File: src/rtl/mem_lsu_if.sv
// Data-bus side of the MEM-stage load/store unit: request channel out, read-data channel back.
interface mem_lsu_if;
  // Handshake: bus_req_o stays high with addr/we/be/wdata stable until the cycle bus_gnt_i is seen
  // high; a granted load is then completed by a single-cycle bus_rvalid_i carrying bus_rdata_i.
  logic        bus_req_o;
  logic        bus_we_o;
  logic [31:0] bus_addr_o;
  logic [3:0]  bus_be_o;
  logic [31:0] bus_wdata_o;
  logic        bus_gnt_i;
  logic        bus_rvalid_i;
  logic [31:0] bus_rdata_i;

  modport master (
    output bus_req_o, bus_we_o, bus_addr_o, bus_be_o, bus_wdata_o,
    input  bus_gnt_i, bus_rvalid_i, bus_rdata_i
  );

  modport slave (
    input  bus_req_o, bus_we_o, bus_addr_o, bus_be_o, bus_wdata_o,
    output bus_gnt_i, bus_rvalid_i, bus_rdata_i
  );
endinterface

File: src/rtl/mem_lsu.sv
// MEM-stage load/store unit: req/gnt/rvalid bus access, byte lanes, load extension, registered WB.
// Define MEM_MISALIGN_CHK_EN to reject misaligned half/word accesses and add the misalign_o port.
module mem_lsu #(
  parameter int TIMEOUT_CYCLES = 255
) (
  input  logic        clk,
  input  logic        rst_n,
  input  logic        valid_i,
  input  logic        mem_req_i,
  input  logic        mem_we_i,
  input  logic [31:0] addr_i,
  input  logic [31:0] wdata_i,
  input  logic [1:0]  size_i,
  input  logic        unsigned_i,
  input  logic        reg_we_i,
  input  logic [4:0]  reg_waddr_i,
  input  logic [31:0] reg_wdata_i,
  mem_lsu_if.master   bus,
  output logic        wb_valid_o,
  output logic        wb_reg_we_o,
  output logic [4:0]  wb_reg_waddr_o,
  output logic [31:0] wb_reg_wdata_o,
  output logic        hold_flag_o,
  output logic        bus_err_o,
  output logic [1:0]  dbg_state
`ifdef MEM_MISALIGN_CHK_EN
  ,
  output logic        misalign_o
`endif
);

  typedef enum logic [1:0] {IDLE = 2'd0, REQ = 2'd1, RSP = 2'd2} state_t;

  localparam int CW = (TIMEOUT_CYCLES > 1) ? $clog2(TIMEOUT_CYCLES) : 1;

  state_t        state, state_nxt;
  logic [CW-1:0] tmo_cnt;
  logic          pass_fire, req_fire, st_done, ld_done, tmo_fire, in_req;

  logic [1:0]    eff_off;
  logic [3:0]    be_in;
  logic [31:0]   wdata_fmt;

  logic          we_q, uns_q, rwe_q;
  logic [1:0]    size_q, off_q;
  logic [31:0]   addr_q, wdata_q;
  logic [3:0]    be_q;
  logic [4:0]    rwaddr_q;

  logic [7:0]    ld_byte;
  logic [15:0]   ld_half;
  logic [31:0]   ld_data;

`ifdef MEM_MISALIGN_CHK_EN
  logic misaligned, mis_fire;
  assign misaligned = (size_i == 2'b01 && addr_i[0]) || (size_i[1] && addr_i[1:0] != 2'b00);
`endif

  // Low address bits that do not fit the access size are dropped before lane selection.
  always_comb begin
    eff_off   = addr_i[1:0];
    be_in     = 4'b1111;
    wdata_fmt = wdata_i;
    if (size_i[1]) eff_off = 2'b00;
    else if (size_i[0]) eff_off = {addr_i[1], 1'b0};
    if (mem_we_i) begin
      case (size_i)
        2'b00: begin
          be_in     = 4'b0001 << eff_off;
          wdata_fmt = {4{wdata_i[7:0]}};
        end
        2'b01: begin
          be_in     = 4'b0011 << eff_off;
          wdata_fmt = {2{wdata_i[15:0]}};
        end
        default: ;
      endcase
    end
  end

  always_ff @(posedge clk or negedge rst_n) begin
    if (!rst_n) state <= IDLE;
    else        state <= state_nxt;
  end

  always_comb begin
    state_nxt   = state;
    pass_fire   = 1'b0;
    req_fire    = 1'b0;
    st_done     = 1'b0;
    ld_done     = 1'b0;
    tmo_fire    = 1'b0;
    in_req      = 1'b0;
    hold_flag_o = 1'b0;
`ifdef MEM_MISALIGN_CHK_EN
    mis_fire    = 1'b0;
`endif
    case (state)
      IDLE: begin
        if (valid_i) begin
          if (!mem_req_i) pass_fire = 1'b1;
`ifdef MEM_MISALIGN_CHK_EN
          else if (misaligned) mis_fire = 1'b1;
`endif
          else begin
            req_fire    = 1'b1;
            hold_flag_o = 1'b1;
            state_nxt   = REQ;
          end
        end
      end
      REQ: begin
        in_req      = 1'b1;
        hold_flag_o = 1'b1;
        if (bus.bus_gnt_i) begin
          if (we_q) begin
            st_done   = 1'b1;
            state_nxt = IDLE;
          end else begin
            state_nxt = RSP;
          end
        end
      end
      RSP: begin
        hold_flag_o = 1'b1;
        // Data arriving on the last allowed cycle still completes normally.
        if (bus.bus_rvalid_i) begin
          ld_done   = 1'b1;
          state_nxt = IDLE;
        end else if (tmo_cnt == CW'(TIMEOUT_CYCLES - 1)) begin
          tmo_fire  = 1'b1;
          state_nxt = IDLE;
        end
      end
      default: state_nxt = IDLE;
    endcase
  end

  assign dbg_state = state;

  always_ff @(posedge clk or negedge rst_n) begin
    if (!rst_n)              tmo_cnt <= '0;
    else if (state != RSP)   tmo_cnt <= '0;
    else                     tmo_cnt <= tmo_cnt + CW'(1);
  end

  always_ff @(posedge clk or negedge rst_n) begin
    if (!rst_n) begin
      we_q     <= 1'b0;
      uns_q    <= 1'b0;
      rwe_q    <= 1'b0;
      size_q   <= 2'b00;
      off_q    <= 2'b00;
      addr_q   <= '0;
      wdata_q  <= '0;
      be_q     <= 4'b0000;
      rwaddr_q <= '0;
    end else if (req_fire) begin
      we_q     <= mem_we_i;
      uns_q    <= unsigned_i;
      rwe_q    <= reg_we_i;
      size_q   <= size_i;
      off_q    <= eff_off;
      addr_q   <= {addr_i[31:2], 2'b00};
      wdata_q  <= wdata_fmt;
      be_q     <= be_in;
      rwaddr_q <= reg_waddr_i;
    end
  end

  assign bus.bus_req_o   = in_req;
  assign bus.bus_we_o    = in_req & we_q;
  assign bus.bus_addr_o  = in_req ? addr_q  : '0;
  assign bus.bus_be_o    = in_req ? be_q    : 4'b0000;
  assign bus.bus_wdata_o = in_req ? wdata_q : '0;

  always_comb begin
    ld_byte = bus.bus_rdata_i[{off_q, 3'b000} +: 8];
    ld_half = bus.bus_rdata_i[{off_q[1], 4'b0000} +: 16];
    case (size_q)
      2'b00:   ld_data = {{24{~uns_q & ld_byte[7]}}, ld_byte};
      2'b01:   ld_data = {{16{~uns_q & ld_half[15]}}, ld_half};
      default: ld_data = bus.bus_rdata_i;
    endcase
  end

  // wb_reg_we_o is qualified here so rd is never written outside the valid pulse.
  always_ff @(posedge clk or negedge rst_n) begin
    if (!rst_n) begin
      wb_valid_o     <= 1'b0;
      wb_reg_we_o    <= 1'b0;
      wb_reg_waddr_o <= '0;
      wb_reg_wdata_o <= '0;
      bus_err_o      <= 1'b0;
`ifdef MEM_MISALIGN_CHK_EN
      misalign_o     <= 1'b0;
`endif
    end else begin
      wb_valid_o  <= 1'b0;
      wb_reg_we_o <= 1'b0;
      bus_err_o   <= 1'b0;
`ifdef MEM_MISALIGN_CHK_EN
      misalign_o  <= 1'b0;
      if (mis_fire) begin
        wb_valid_o <= 1'b1;
        misalign_o <= 1'b1;
      end
`endif
      if (pass_fire) begin
        wb_valid_o     <= 1'b1;
        wb_reg_we_o    <= reg_we_i;
        wb_reg_waddr_o <= reg_waddr_i;
        wb_reg_wdata_o <= reg_wdata_i;
      end
      if (st_done || tmo_fire) begin
        wb_valid_o <= 1'b1;
        bus_err_o  <= tmo_fire;
      end
      if (ld_done) begin
        wb_valid_o     <= 1'b1;
        wb_reg_we_o    <= rwe_q;
        wb_reg_waddr_o <= rwaddr_q;
        wb_reg_wdata_o <= ld_data;
      end
    end
  end

endmodule

File: src/flat_wrapper.sv
// flat-port wrapper written by rule: the top's interface ports become plain ports
module mem_lsu_flat 
#(
  parameter int TIMEOUT_CYCLES = 255
)
  (clk, rst_n, valid_i, mem_req_i, mem_we_i, addr_i, wdata_i, size_i, unsigned_i, reg_we_i, reg_waddr_i, reg_wdata_i, wb_valid_o, wb_reg_we_o, wb_reg_waddr_o, wb_reg_wdata_o, hold_flag_o, bus_err_o, dbg_state, bus_bus_req_o, bus_bus_we_o, bus_bus_addr_o, bus_bus_be_o, bus_bus_wdata_o, bus_bus_gnt_i, bus_bus_rvalid_i, bus_bus_rdata_i);
  mem_lsu_if bus_i ();
  input  logic clk;
  input  logic rst_n;
  input  logic valid_i;
  input  logic mem_req_i;
  input  logic mem_we_i;
  input  logic [31:0] addr_i;
  input  logic [31:0] wdata_i;
  input  logic [1:0] size_i;
  input  logic unsigned_i;
  input  logic reg_we_i;
  input  logic [4:0] reg_waddr_i;
  input  logic [31:0] reg_wdata_i;
  output logic wb_valid_o;
  output logic wb_reg_we_o;
  output logic [4:0] wb_reg_waddr_o;
  output logic [31:0] wb_reg_wdata_o;
  output logic hold_flag_o;
  output logic bus_err_o;
  output logic [1:0] dbg_state;
  output wire logic [$bits(bus_i.bus_req_o)-1:0] bus_bus_req_o;
  output wire logic [$bits(bus_i.bus_we_o)-1:0] bus_bus_we_o;
  output wire logic [$bits(bus_i.bus_addr_o)-1:0] bus_bus_addr_o;
  output wire logic [$bits(bus_i.bus_be_o)-1:0] bus_bus_be_o;
  output wire logic [$bits(bus_i.bus_wdata_o)-1:0] bus_bus_wdata_o;
  input wire logic [$bits(bus_i.bus_gnt_i)-1:0] bus_bus_gnt_i;
  input wire logic [$bits(bus_i.bus_rvalid_i)-1:0] bus_bus_rvalid_i;
  input wire logic [$bits(bus_i.bus_rdata_i)-1:0] bus_bus_rdata_i;
  assign bus_bus_req_o = bus_i.bus_req_o;
  assign bus_bus_we_o = bus_i.bus_we_o;
  assign bus_bus_addr_o = bus_i.bus_addr_o;
  assign bus_bus_be_o = bus_i.bus_be_o;
  assign bus_bus_wdata_o = bus_i.bus_wdata_o;
  assign bus_i.bus_gnt_i = bus_bus_gnt_i;
  assign bus_i.bus_rvalid_i = bus_bus_rvalid_i;
  assign bus_i.bus_rdata_i = bus_bus_rdata_i;
  mem_lsu #(.TIMEOUT_CYCLES(TIMEOUT_CYCLES)) u_core (.clk(clk), .rst_n(rst_n), .valid_i(valid_i), .mem_req_i(mem_req_i), .mem_we_i(mem_we_i), .addr_i(addr_i), .wdata_i(wdata_i), .size_i(size_i), .unsigned_i(unsigned_i), .reg_we_i(reg_we_i), .reg_waddr_i(reg_waddr_i), .reg_wdata_i(reg_wdata_i), .bus(bus_i), .wb_valid_o(wb_valid_o), .wb_reg_we_o(wb_reg_we_o), .wb_reg_waddr_o(wb_reg_waddr_o), .wb_reg_wdata_o(wb_reg_wdata_o), .hold_flag_o(hold_flag_o), .bus_err_o(bus_err_o), .dbg_state(dbg_state));
endmodule
File: config.mk
export PLATFORM = sky130hd
export DESIGN_NAME = mem_lsu_flat
export DESIGN_NICKNAME = d
export VERILOG_FILES = /design/src/rtl/mem_lsu_if.sv /design/src/rtl/mem_lsu.sv /design/src/flat_wrapper.sv
export SDC_FILE = /design/constraint.sdc
export NUM_CORES = 1
export LEC_CHECK = 0
export ABC_AREA = 1
export BUFFER_PORTS_ARGS = -buffer_cell sky130_fd_sc_hd__buf_4
export CAP_MARGIN = 30
export CORE_MARGIN = 4
export CORE_UTILIZATION = 50
export CTS_CLUSTER_SIZE = 20
export DETAILED_ROUTE_END_ITERATION = 10
export HOLD_SLACK_MARGIN = 0.1
export MAX_ROUTING_LAYER = met4
export PLACE_DENSITY_LB_ADDON = 0.25
export REMOVE_ABC_BUFFERS = 1
export SLEW_MARGIN = 20
export SYNTH_ARGS = -nofsm -noshare
export SYNTH_HDL_FRONTEND = slang
export SYNTH_SLANG_ARGS = --single-unit
File: constraint.sdc
create_clock -name clk -period 2.28 [get_ports clk]
set_input_delay 0.456 -clock clk [delete_from_list [all_inputs] [get_ports clk]]
set_output_delay 0.456 -clock clk [all_outputs]
set_load 0.01 [all_outputs]
==> qor.txt, run 1 <==
Status -> finished clean
CTS Sinks -> 128
Net load switching power -> 4542 uW
Max cap viols -> 0
Placed cell areas -> 0.008886 mm^2
Critical path class -> reg -> out
Nets -> 1330
CTS Buf Count -> 17
P_int -> 7241 uW
Htree depth -> 4
Final hold viol count -> 0
DR vias -> 7082
Detail Placement HPWL -> 14.81 mm
CP Cell Sequence -> inv_1, ha_2, nand3_4, a21oi_1, buf_4
Worst-skew pair later-pin latency -> 410 ps
Synthesized area -> 0.006835 mm^2
Pwr Total -> 11780 uW
CTS tree -> done
Final WL -> 21.06 mm
Most common cell after layout, fill and taps aside -> nand2_1
First-pass detailed-route iteration total -> 8
Critical Path AT -> 1720 ps
Clock skew -> 4.855 ps
Worst Hold Endpoint -> u_core.addr_q[20]
Fmax -> 458.9 MHz
Die Area -> 0.01561 mm^2
Sum Neg Setup Slack -> 0 ps
Worst vdd ir -> 0.5866 mV
Largest net degree at the start of global routing -> 66
CP max stage cell -> dfrtp_1
Pins Over Slew Limit -> 0
Worst Hold Depth -> 3
Vias per inst -> 5.177
RR Endpoint -> u_core.wb_reg_wdata_o[12]
GRT Util Overall -> 27.32%
Avg Synthesized Cell Area -> 7.256 um^2
Hold Startpoint -> addr_i[20]
CP required -> 1820 ps
CP max stage delay -> 430 ps
Comb pwr share -> 44.8%
Syn. warnings -> 0
# diodes -> 0
Total core area -> 0.01330 mm^2
Antenna violations before repair -> 0
Die Width -> 124.9 um
WL per Instance -> 15.39 um
Antenna Nets Post-Route -> 0
Initial core utilization -> 51.41%
RSZ-0062 raised after global routing -> no
First-pass GRT wire length -> 33.78 mm
Hold WC Path Type -> in -> reg
Die H -> 124.9 um
Register area share after synthesis -> 46.86%
Global route total overflow -> 0
Synth Instances -> 942
Final Util -> 71.26%
Most frequent cells in the layout -> nand2_1, buf_4, dfrtp_1, inv_1, a21oi_1
# DRC -> 0
Sw Share -> 38.54%
Setup Buffers After CTS -> 0
Reg2reg path depth -> 7
Clock Path Buffers -> 2
Num rows -> 42
Startpoint types -> flip-flop
Final Setup Violations -> 0
Slew @ Worst Pin -> 697.2 ps
Seq pwr share -> 33.4%
Root Driver -> clkbuf_16
CP max FO -> 13
RePlAce Congestion -> 0.8711
CP endpoint kind -> output pin
Reg2reg start -> u_core.dbg_state[0]
Flop2flop setup slack -> 280 ps
CP Buf/Inv Count -> 2
Post-route design area -> 0.009474 mm^2
Clock power share -> 21.8%
Power density cells -> 1244 mW/mm^2
Relative slew slack -> 53.52%
Share of cells above drive strength 1 -> 26.85%
Leak -> 0.005335 uW
Final worst-path cycle share -> 95.57%
Num ports -> 257
Minimum clock period -> 2179 ps
Iter 0 DRT Violations -> 731
Seq cells post-synth -> 128
Area growth syn-to-layout -> 38.61%
Critical path's top delay family -> flip-flops
Synth cell types -> 32
Input/output buffers -> 254
Vias in the first global route -> 6805
CTS clk-pin slew, worst paths -> 50 ps
## power by group through the flow
stage | logic (uW) | clock network (uW) | registers, uW
5_1_grt | 5870 | 2700 | 4050
3_3_place_gp | 5140 | 0 | 3920
6_report | 5280 | 2570 | 3940
2_1_floorplan | 2710 | 0 | 4020
4_1_cts | 5290 | 2600 | 3930
3_5_place_dp | 5240 | 0 | 3930
## flip-flops by register name, summed over array words and instances (netlist names)
name,count
u_core.addr_q,30
u_core.be_q,4
u_core.bus_err_o,1
u_core.dbg_state,2
u_core.off_q,2
u_core.rwaddr_q,5
u_core.rwe_q,1
u_core.size_q,2
u_core.tmo_cnt,8
u_core.uns_q,1
u_core.wb_reg_waddr_o,5
u_core.wb_reg_wdata_o,32
u_core.wb_reg_we_o,1
u_core.wb_valid_o,1
u_core.wdata_q,32
u_core.we_q,1
## layout make-up
type,instances,area (um^2)
Clock buffer,26,509.2
Clock inverter,5,52.55
Fill cell,1110,3821
Inverter,109,414.1
Multi-Input combinational cell,652,2985
Sequential cell,128,3203
Tap cell,176,220.2
Timing Repair Buffer,272,2090
## worst reg2reg max path, cell delays in order, from the launching register on
cell     delay [ps]
dfrtp_1         430
inv_1           110
ha_2            260
nand2_1          70
nor2_1          330
inv_1           260
o21ai_0         310
a21oi_2         100
## cell usage after synthesis, drive strengths merged
library cell	count	area (um^2)
o31ai	1	7.510
o211ai	1	7.510
o21a	9	67.56
o21bai	1	7.510
nand4	2	12.51
dfrtp	128	3203
nor2	64	256.5
nor3	3	15.01
inv	108	405.4
a2bb2oi	16	140.1
nand3b	2	15.01
clkinv	1	8.760
conb	1	3.750
a31oi	5	31.28
o22ai	2	12.51
nand3	39	200.2
o21ai	71	355.3
buf	29	173.9
a21oi	75	390.4
nand2	352	1349
clkbuf	26	97.59
ha	6	75.07
## kinds of logic (layout without fill, tap and decap cells)
kind of cell             count (synthesis)  count (layout)  share of synthesized area [%]
other                                    1               2                        0.05486
adder cells (fa/ha/maj)                  6               6                          1.098
buffers and inverters                  164             412                          10.03
AO/OA/AOI/OAI                          181             181                          14.92
AND/OR/NAND/NOR                        462             463                          27.04
flip-flops                             128             128                          46.86
## per-layer routing
layer	share of wire [%]	GRT usage [%]
met4	3.1	9.758
met5	0	-
met1	41	35.50
met2	46	41.86
met3	9.9	6.861
## stage by stage
step / hold slack (ps) / instances / worst slack, ps
global route: 232.8 / 1368 / 16.48
CTS: 222.2 / 1368 / 8.502
global placement: 451.4 / 1335 / 416.2
detailed placement: 448.7 / 1335 / 363.8
floorplan: 160.4 / 888 / -1484
finish: 233.9 / 1368 / 101.1
## timing repair
item | CTS | global route
resized for setup | 0 | 2
endpoints found under the hold margin | 54 | 0
gates cloned | 1 | 0
hold buffers | 1 | 0
pin swaps | 1 | 0
endpoints found under the setup margin | 1 | 1
## worst max-delay path by stage
stage,from,to,cells past startpoint
6_report,u_core.dbg_state[0],hold_flag_o,5
5_1_grt,u_core.dbg_state[0],hold_flag_o,5
4_1_cts,u_core.dbg_state[0],hold_flag_o,5
3_5_place_dp,u_core.dbg_state[0],u_core.wb_reg_wdata_o[12],7
3_3_place_gp,u_core.dbg_state[0],u_core.be_q[3],7
2_1_floorplan,u_core.dbg_state[0],u_core.be_q[3],6
Note: power is estimated with default switching activity, not from simulation.
==> inputs of run 2 (changes only) <==
Settings changed: CORE_MARGIN 4 to 8.
==> run 2 against run 1 <==
Against the previous run:
- non-clock buffer count increased by 2
- clock skew about the same
- final cell count decreased by 0.22%
- utilization decreased by 0.37 points
- first-iteration DRC count decreased by 19%
- fmax increased by 0.88%
- combinational power about the same
- hold slack got worse by 3.4 ps
- global-route usage decreased by 2.0 points
- total power decreased by 1.6%
- die area increased by 13%
- highest routed layer unchanged
==> qor.txt, run 2 (synthesis results as in run 1) <==
Final worst-path cycle share -> 94.73% (-0.83 points)
CP endpoint kind -> output pin
CP required -> 1820 ps (about the same)
Clock Path Buffers -> 2 (unchanged)
Post-route design area -> 0.009425 mm^2 (-0.52%)
Num rows -> 42 (unchanged)
Final hold viol count -> 0 (unchanged)
WL met3 -> 2.233 mm (+7.4%)
Critical Path AT -> 1700 ps (-20 ps)
Initial core utilization -> 51.41% (unchanged)
Root Driver -> clkbuf_16
First-pass GRT wire length -> 35.05 mm (+3.8%)
Htree depth -> 4 (unchanged)
Input/output buffers -> 254 (unchanged)
Die Width -> 132.9 um (+6.4%)
Setup Buffers After CTS -> 0 (unchanged)
Uppermost layer routed -> met4
CTS Sinks -> 128 (unchanged)
Startpoint types -> flip-flop
Num ports -> 257 (unchanged)
Critical path class -> reg -> out
Minimum clock period -> 2160 ps (-18.98 ps)
Hold Slack -> 230.4 ps (-3.425 ps)
Largest net degree at the start of global routing -> 48 (-27%)
Worst-skew pair later-pin latency -> 420 ps (about the same)
Placed cell count -> 1337 (+0.15%)
Die H -> 132.9 um (+6.4%)
Nets -> 1331 (+0.075%)
CTS clk-pin slew, worst paths -> 50 ps (about the same)
Final WL -> 21.82 mm (+3.6%)
Global route total overflow -> 0 (unchanged)
Leak -> 0.005318 uW (-0.32%)
Top Registers -> u_core.wb_reg_wdata_o: 32 flops, u_core.wdata_q: 32 flops, u_core.addr_q: 30 flops
Detail Placement HPWL -> 16.01 mm (+8.1%)
Worst vdd ir -> 0.6362 mV (+8.5%)
Vias in the first global route -> 7024 (+3.2%)
Power density cells -> 1231 mW/mm^2 (-1.0%)
# DRC -> 0 (unchanged)
GRT Util Overall -> 25.31% (-2.0 points)
Final Setup Violations -> 0 (unchanged)
Area growth syn-to-layout -> 37.89%
Most common cell after layout, fill and taps aside -> nand2_1
Antenna violations before repair -> 0 (unchanged)
Share of cells above drive strength 1 -> 26.49% (-0.35 points)
Status -> finished clean
Most frequent cells in the layout -> nand2_1, buf_4, dfrtp_1, inv_1, a21oi_1
WL per Instance -> 15.99 um (+3.9%)
Pins Over Slew Limit -> 0 (unchanged)
Wl on met1 -> 8.967 mm (+4.4%)
Vias per inst -> 5.158 (-0.37%)
Total core area -> 0.01330 mm^2 (unchanged)
RePlAce Congestion -> 0.8594 (-1.3%)
Routed wl met2 -> 10.23 mm (+5.0%)
Placed cell areas -> 0.008901 mm^2 (+0.17%)
Fmax -> 463.0 MHz (+0.88%)
# diodes -> 0 (unchanged)
First-pass detailed-route iteration total -> 5 (-3)
DR vias -> 7040 (-0.59%)
Max cap viols -> 0 (unchanged)
Finished Layout Cells -> 1365 (-0.22%)
Iter 0 DRT Violations -> 589 (-19%)
Die Area -> 0.01767 mm^2 (+13%)
CTS Buf Count -> 17 (unchanged)
Slew @ Worst Pin -> 656.3 ps (-40.87 ps)
Relative slew slack -> 56.25% (+2.7 points)
Clock skew -> 4.927 ps (+0.07208 ps)
CP max FO -> 14 (+1)
Antenna Nets Post-Route -> 0 (unchanged)
RSZ-0062 raised after global routing -> no
CTS tree -> done
Sum Neg Setup Slack -> 0 ps (unchanged)
Pwr Total -> 11600 uW (-1.6%)
Hold WC Path Type -> in -> reg
-- run 2: timing repair --
| item | CTS | global route |
|---|---|---|
| resized for setup | 1 | 0 |
| setup endpoints to repair | 1 | 0 |
| hold buffers | 1 | 0 |
| hold endpoints to repair | 42 | 0 |
-- run 2: where the power goes --
| group | total [uW] | switching, uW | internal (uW) |
|---|---|---|---|
| Combinational | 5260 | 2940 | 2320 |
| Sequential | 3950 | 657 | 3290 |
| Clock | 2390 | 917 | 1470 |
-- run 2: per-stage QoR --
step | setup WS, ps | util [%]
2_1_floorplan | -1484 | -
3_3_place_gp | 473.8 | 66.95
3_5_place_dp | 414.9 | 66.95
4_1_cts | 90.46 | 70.89
5_1_grt | 0.5789 | 70.89
6_report | 120.1 | 70.89
-- run 2: critical path, stage by stage (launching register included) --
cell,delay [ps]
dfrtp_1,420
inv_1,140
ha_4,240
buf_4,230
nand2_1,80
inv_1,60
buf_4,110
-- run 2: area by class of cell --
class,instances,area (um^2)
Multi-Input combinational cell,651,2983
Fill cell,1121,3870
Inverter,109,414.1
Clock buffer,26,499.2
Clock inverter,1,5.005
Timing Repair Buffer,274,2101
Tap cell,176,220.2
Sequential cell,128,3203
-- run 2: final timing paths --
path                                           from                   endpoint  slack, ps  depth (start not counted)
worst max-delay path            u_core.dbg_state[1]        bus_bus_wdata_o[15]        120                          6
max in group asynchronous                     rst_n          u_core.addr_q[20]       1130                          3
worst max register to register  u_core.dbg_state[0]  u_core.wb_reg_wdata_o[16]        350                          9
worst min-delay path                      addr_i[4]           u_core.addr_q[4]        230                          3
min in group asynchronous                     rst_n          u_core.tmo_cnt[2]        540                          2
worst min register to register     u_core.addr_q[2]           u_core.addr_q[2]        480                          2
-- run 2: routing by layer --
layer / GRT usage, % / up-vias
met4: 9.338 / 0
met1: 29.54 / 3242
li1: - / 3426
met5: - / -
met2: 39.77 / 336
met3: 8.630 / 36
==> inputs of run 3 (changes only) <==
Settings changed: CELL_PAD_IN_SITES_DETAIL_PLACEMENT set to 2, CELL_PAD_IN_SITES_GLOBAL_PLACEMENT set to 2, CORE_UTILIZATION 50 to 26.
Clock period 2.28 ns to 2.4 ns, I/O delays scaled along.
==> run 3 against run 2 <==
Against the previous run:
- clock power increased by 13%
- non-clock buffer count decreased by 2
- worst setup slack got worse by 59 ps
- via count increased by 1.7%
- largest cell class unchanged
- largest power group unchanged
- global-route usage decreased by 6.9 points
==> qor.txt, run 3 (synthesis results as in run 1) <==
GRT Util Overall -> 18.44% (-6.9 points)
Clock Path Buffers -> 2 (unchanged)
Leak -> 0.005370 uW (+0.98%)
Flop2flop setup slack -> 340 ps (about the same)
Detail Placement HPWL -> 20.81 mm (+30%)
Status -> finished clean
Worst vdd ir -> 0.3930 mV (-38%)
Reg2reg start -> u_core.dbg_state[1]
Final hold viol count -> 0 (unchanged)
Num ports -> 257 (unchanged)
Pins Over Slew Limit -> 0 (unchanged)
CP max FO -> 35 (+21)
Clock power share -> 22.9% (+2.3 points)
Power density cells -> 1207 mW/mm^2 (-2.0%)
Worst-skew pair later-pin latency -> 420 ps (about the same)
Root Driver -> clkbuf_16
Vias per inst -> 4.685 (-9.2%)
Pwr Total -> 11770 uW (+1.4%)
First-pass GRT wire length -> 44.51 mm (+27%)
Die Width -> 178.1 um (+34%)
CTS clk-pin slew, worst paths -> 60 ps (about the same)
CTS tree -> done
DR vias -> 7158 (+1.7%)
Fmax -> 427.5 MHz
# fillers -> 3052 (+170%)
Seq pwr share -> 31.8% (-2.3 points)
Iter 0 DRT Violations -> 293 (-50%)
Max cap viols -> 0 (unchanged)
Die H -> 178.1 um (+34%)
Most common cell after layout, fill and taps aside -> nand2_1
# DRC -> 0 (unchanged)
Nets -> 1329 (-0.15%)
CP endpoint kind -> output pin
Final Setup Violations -> 0 (unchanged)
RSZ-0062 raised after global routing -> yes
Final worst-path cycle share -> 97.47%
Htree depth -> 4 (unchanged)
First-pass detailed-route iteration total -> 4 (-1)
Final WL -> 28.89 mm (+32%)
Worst Hold Endpoint -> u_core.addr_q[22]
CP required -> 1920 ps (+100 ps)
Sum Neg Setup Slack -> 0 ps (unchanged)
Total core area -> 0.02591 mm^2 (+95%)
RR Endpoint -> u_core.wb_reg_wdata_o[12]
Antenna Nets Post-Route -> 0 (unchanged)
Net load switching power -> 4774 uW (+5.8%)
Hold WC Path Type -> in -> reg
Hold Startpoint -> addr_i[22]
Vias in the first global route -> 8163 (+16%)
WL per Instance -> 18.90 um (+18%)
Hold Slack -> 252.0 ps (+21.57 ps)
Slew @ Worst Pin -> 717.4 ps (+61.08 ps)
Sw Share -> 40.57% (+1.7 points)
Global route total overflow -> 0 (unchanged)
Minimum clock period -> 2339 ps
Most frequent cells in the layout -> nand2_1, buf_4, dfrtp_1, inv_1, a21oi_1
Worst Hold Depth -> 3 (unchanged)
P_int -> 6993 uW (-1.3%)
Largest net degree at the start of global routing -> 71 (+48%)
CTS Sinks -> 128 (unchanged)
Initial core utilization -> 26.38% (-25 points)
Top Registers -> u_core.wb_reg_wdata_o: 32 flops, u_core.wdata_q: 32 flops, u_core.addr_q: 30 flops
Relative slew slack -> 52.18% (-4.1 points)
CTS Buf Count -> 17 (unchanged)
Comb pwr share -> 45.3% (about the same)
Reg2reg path depth -> 8 (-1)
Clock skew -> 9.876 ps (+4.949 ps)
Die Area -> 0.03173 mm^2 (+80%)
Critical Path AT -> 1860 ps (+160 ps)
Share of cells above drive strength 1 -> 27.01% (+0.52 points)
Num rows -> 59 (+40%)
RePlAce Congestion -> 0.7801 (-9.2%)
Critical path class -> reg -> out
Antenna violations before repair -> 1 (+1)
Area growth syn-to-layout -> 42.67%
Startpoint types -> flip-flop
Input/output buffers -> 254 (unchanged)
run 3: cell types whose count changed in the layout (fill, tap and decap cells not counted), moves of 2 or more:
cell        delta
clkbuf_1       -4
buf_4          -6
clkinvlp_4     +2
inv_6          +3
buf_12         +3
bufinv_16      +2
clkinv_4       +2
run 3: power by group through the flow:
stage                     clock network [uW]  logic [uW]  registers [uW]
after floorplan                            0        2570            3820
after global placement                     0        5190            3730
after detailed placement                   0        5380            3770
after CTS                               2760        5410            3750
after global routing                    2850        5940            3850
final                                   2690        5330            3740
run 3: routing by layer:
layer | track usage (%) | share of wire (%) | routed length (um) | vias up
met5 | - | 0 | 0 | -
met4 | 3.994 | 1.2 | 337 | 0
met3 | 6.202 | 7.8 | 2247 | 23
met2 | 30.39 | 48 | 13860 | 203
met1 | 21.55 | 43 | 12440 | 3516
li1 | - | - | - | 3416
run 3: worst max-delay path by stage:
stage	start	endpoint	slack, ps	depth (start not counted)
after global routing	u_core.dbg_state[1]	bus_bus_wdata_o[9]	-20	6
after global placement	u_core.dbg_state[1]	u_core.wb_reg_wdata_o[14]	490	8
after floorplan	u_core.dbg_state[0]	u_core.be_q[3]	-1360	6
after detailed placement	u_core.dbg_state[1]	u_core.wb_reg_wdata_o[12]	340	8
after CTS	u_core.dbg_state[1]	bus_bus_be_o[3]	20	6
final	u_core.dbg_state[1]	bus_bus_wdata_o[9]	60	6
run 3: per-stage QoR:
step           setup slack (ps)  instance area, um^2  utilization (%)  instances
2_1_floorplan             -1364                 6568                -        888
3_3_place_gp              491.9                 9115            35.18       1493
3_5_place_dp              338.5                 9115            35.18       1493
4_1_cts                   23.94                 9724            37.53       1526
5_1_grt                  -22.04                 9752            37.64       1528
6_report                  60.62                 9752            37.64       1528
run 3: layout make-up:
| class | instances | area (um^2) | area share [%] |
|---|---|---|---|
| diodes | 1 | 2.502 | 0.02566 |
| clock inverters | 11 | 128.9 | 1.322 |
| clock buffers | 21 | 470.5 | 4.824 |
| inverters | 109 | 414.1 | 4.247 |
| repair buffers | 272 | 2141 | 21.95 |
| well taps | 335 | 419.2 | 4.298 |
| flip-flops and latches | 128 | 3203 | 32.85 |
| multi-input cells | 651 | 2973 | 30.48 |
run 3: what timing repair did:
item                                    in CTS  in global routing
gates resized for setup                      0                  0
endpoints found under the setup margin       0                 27
buffers inserted                             0                  0
hold buffers                                 1                  0
endpoints found under the hold margin       28                  0
run 3: worst max-delay path: stages, from the launching register on:
cell	delay, ps
dfrtp_1	430
inv_1	120
ha_2	290
buf_12	230
nand2_1	90
inv_1	110
buf_4	140
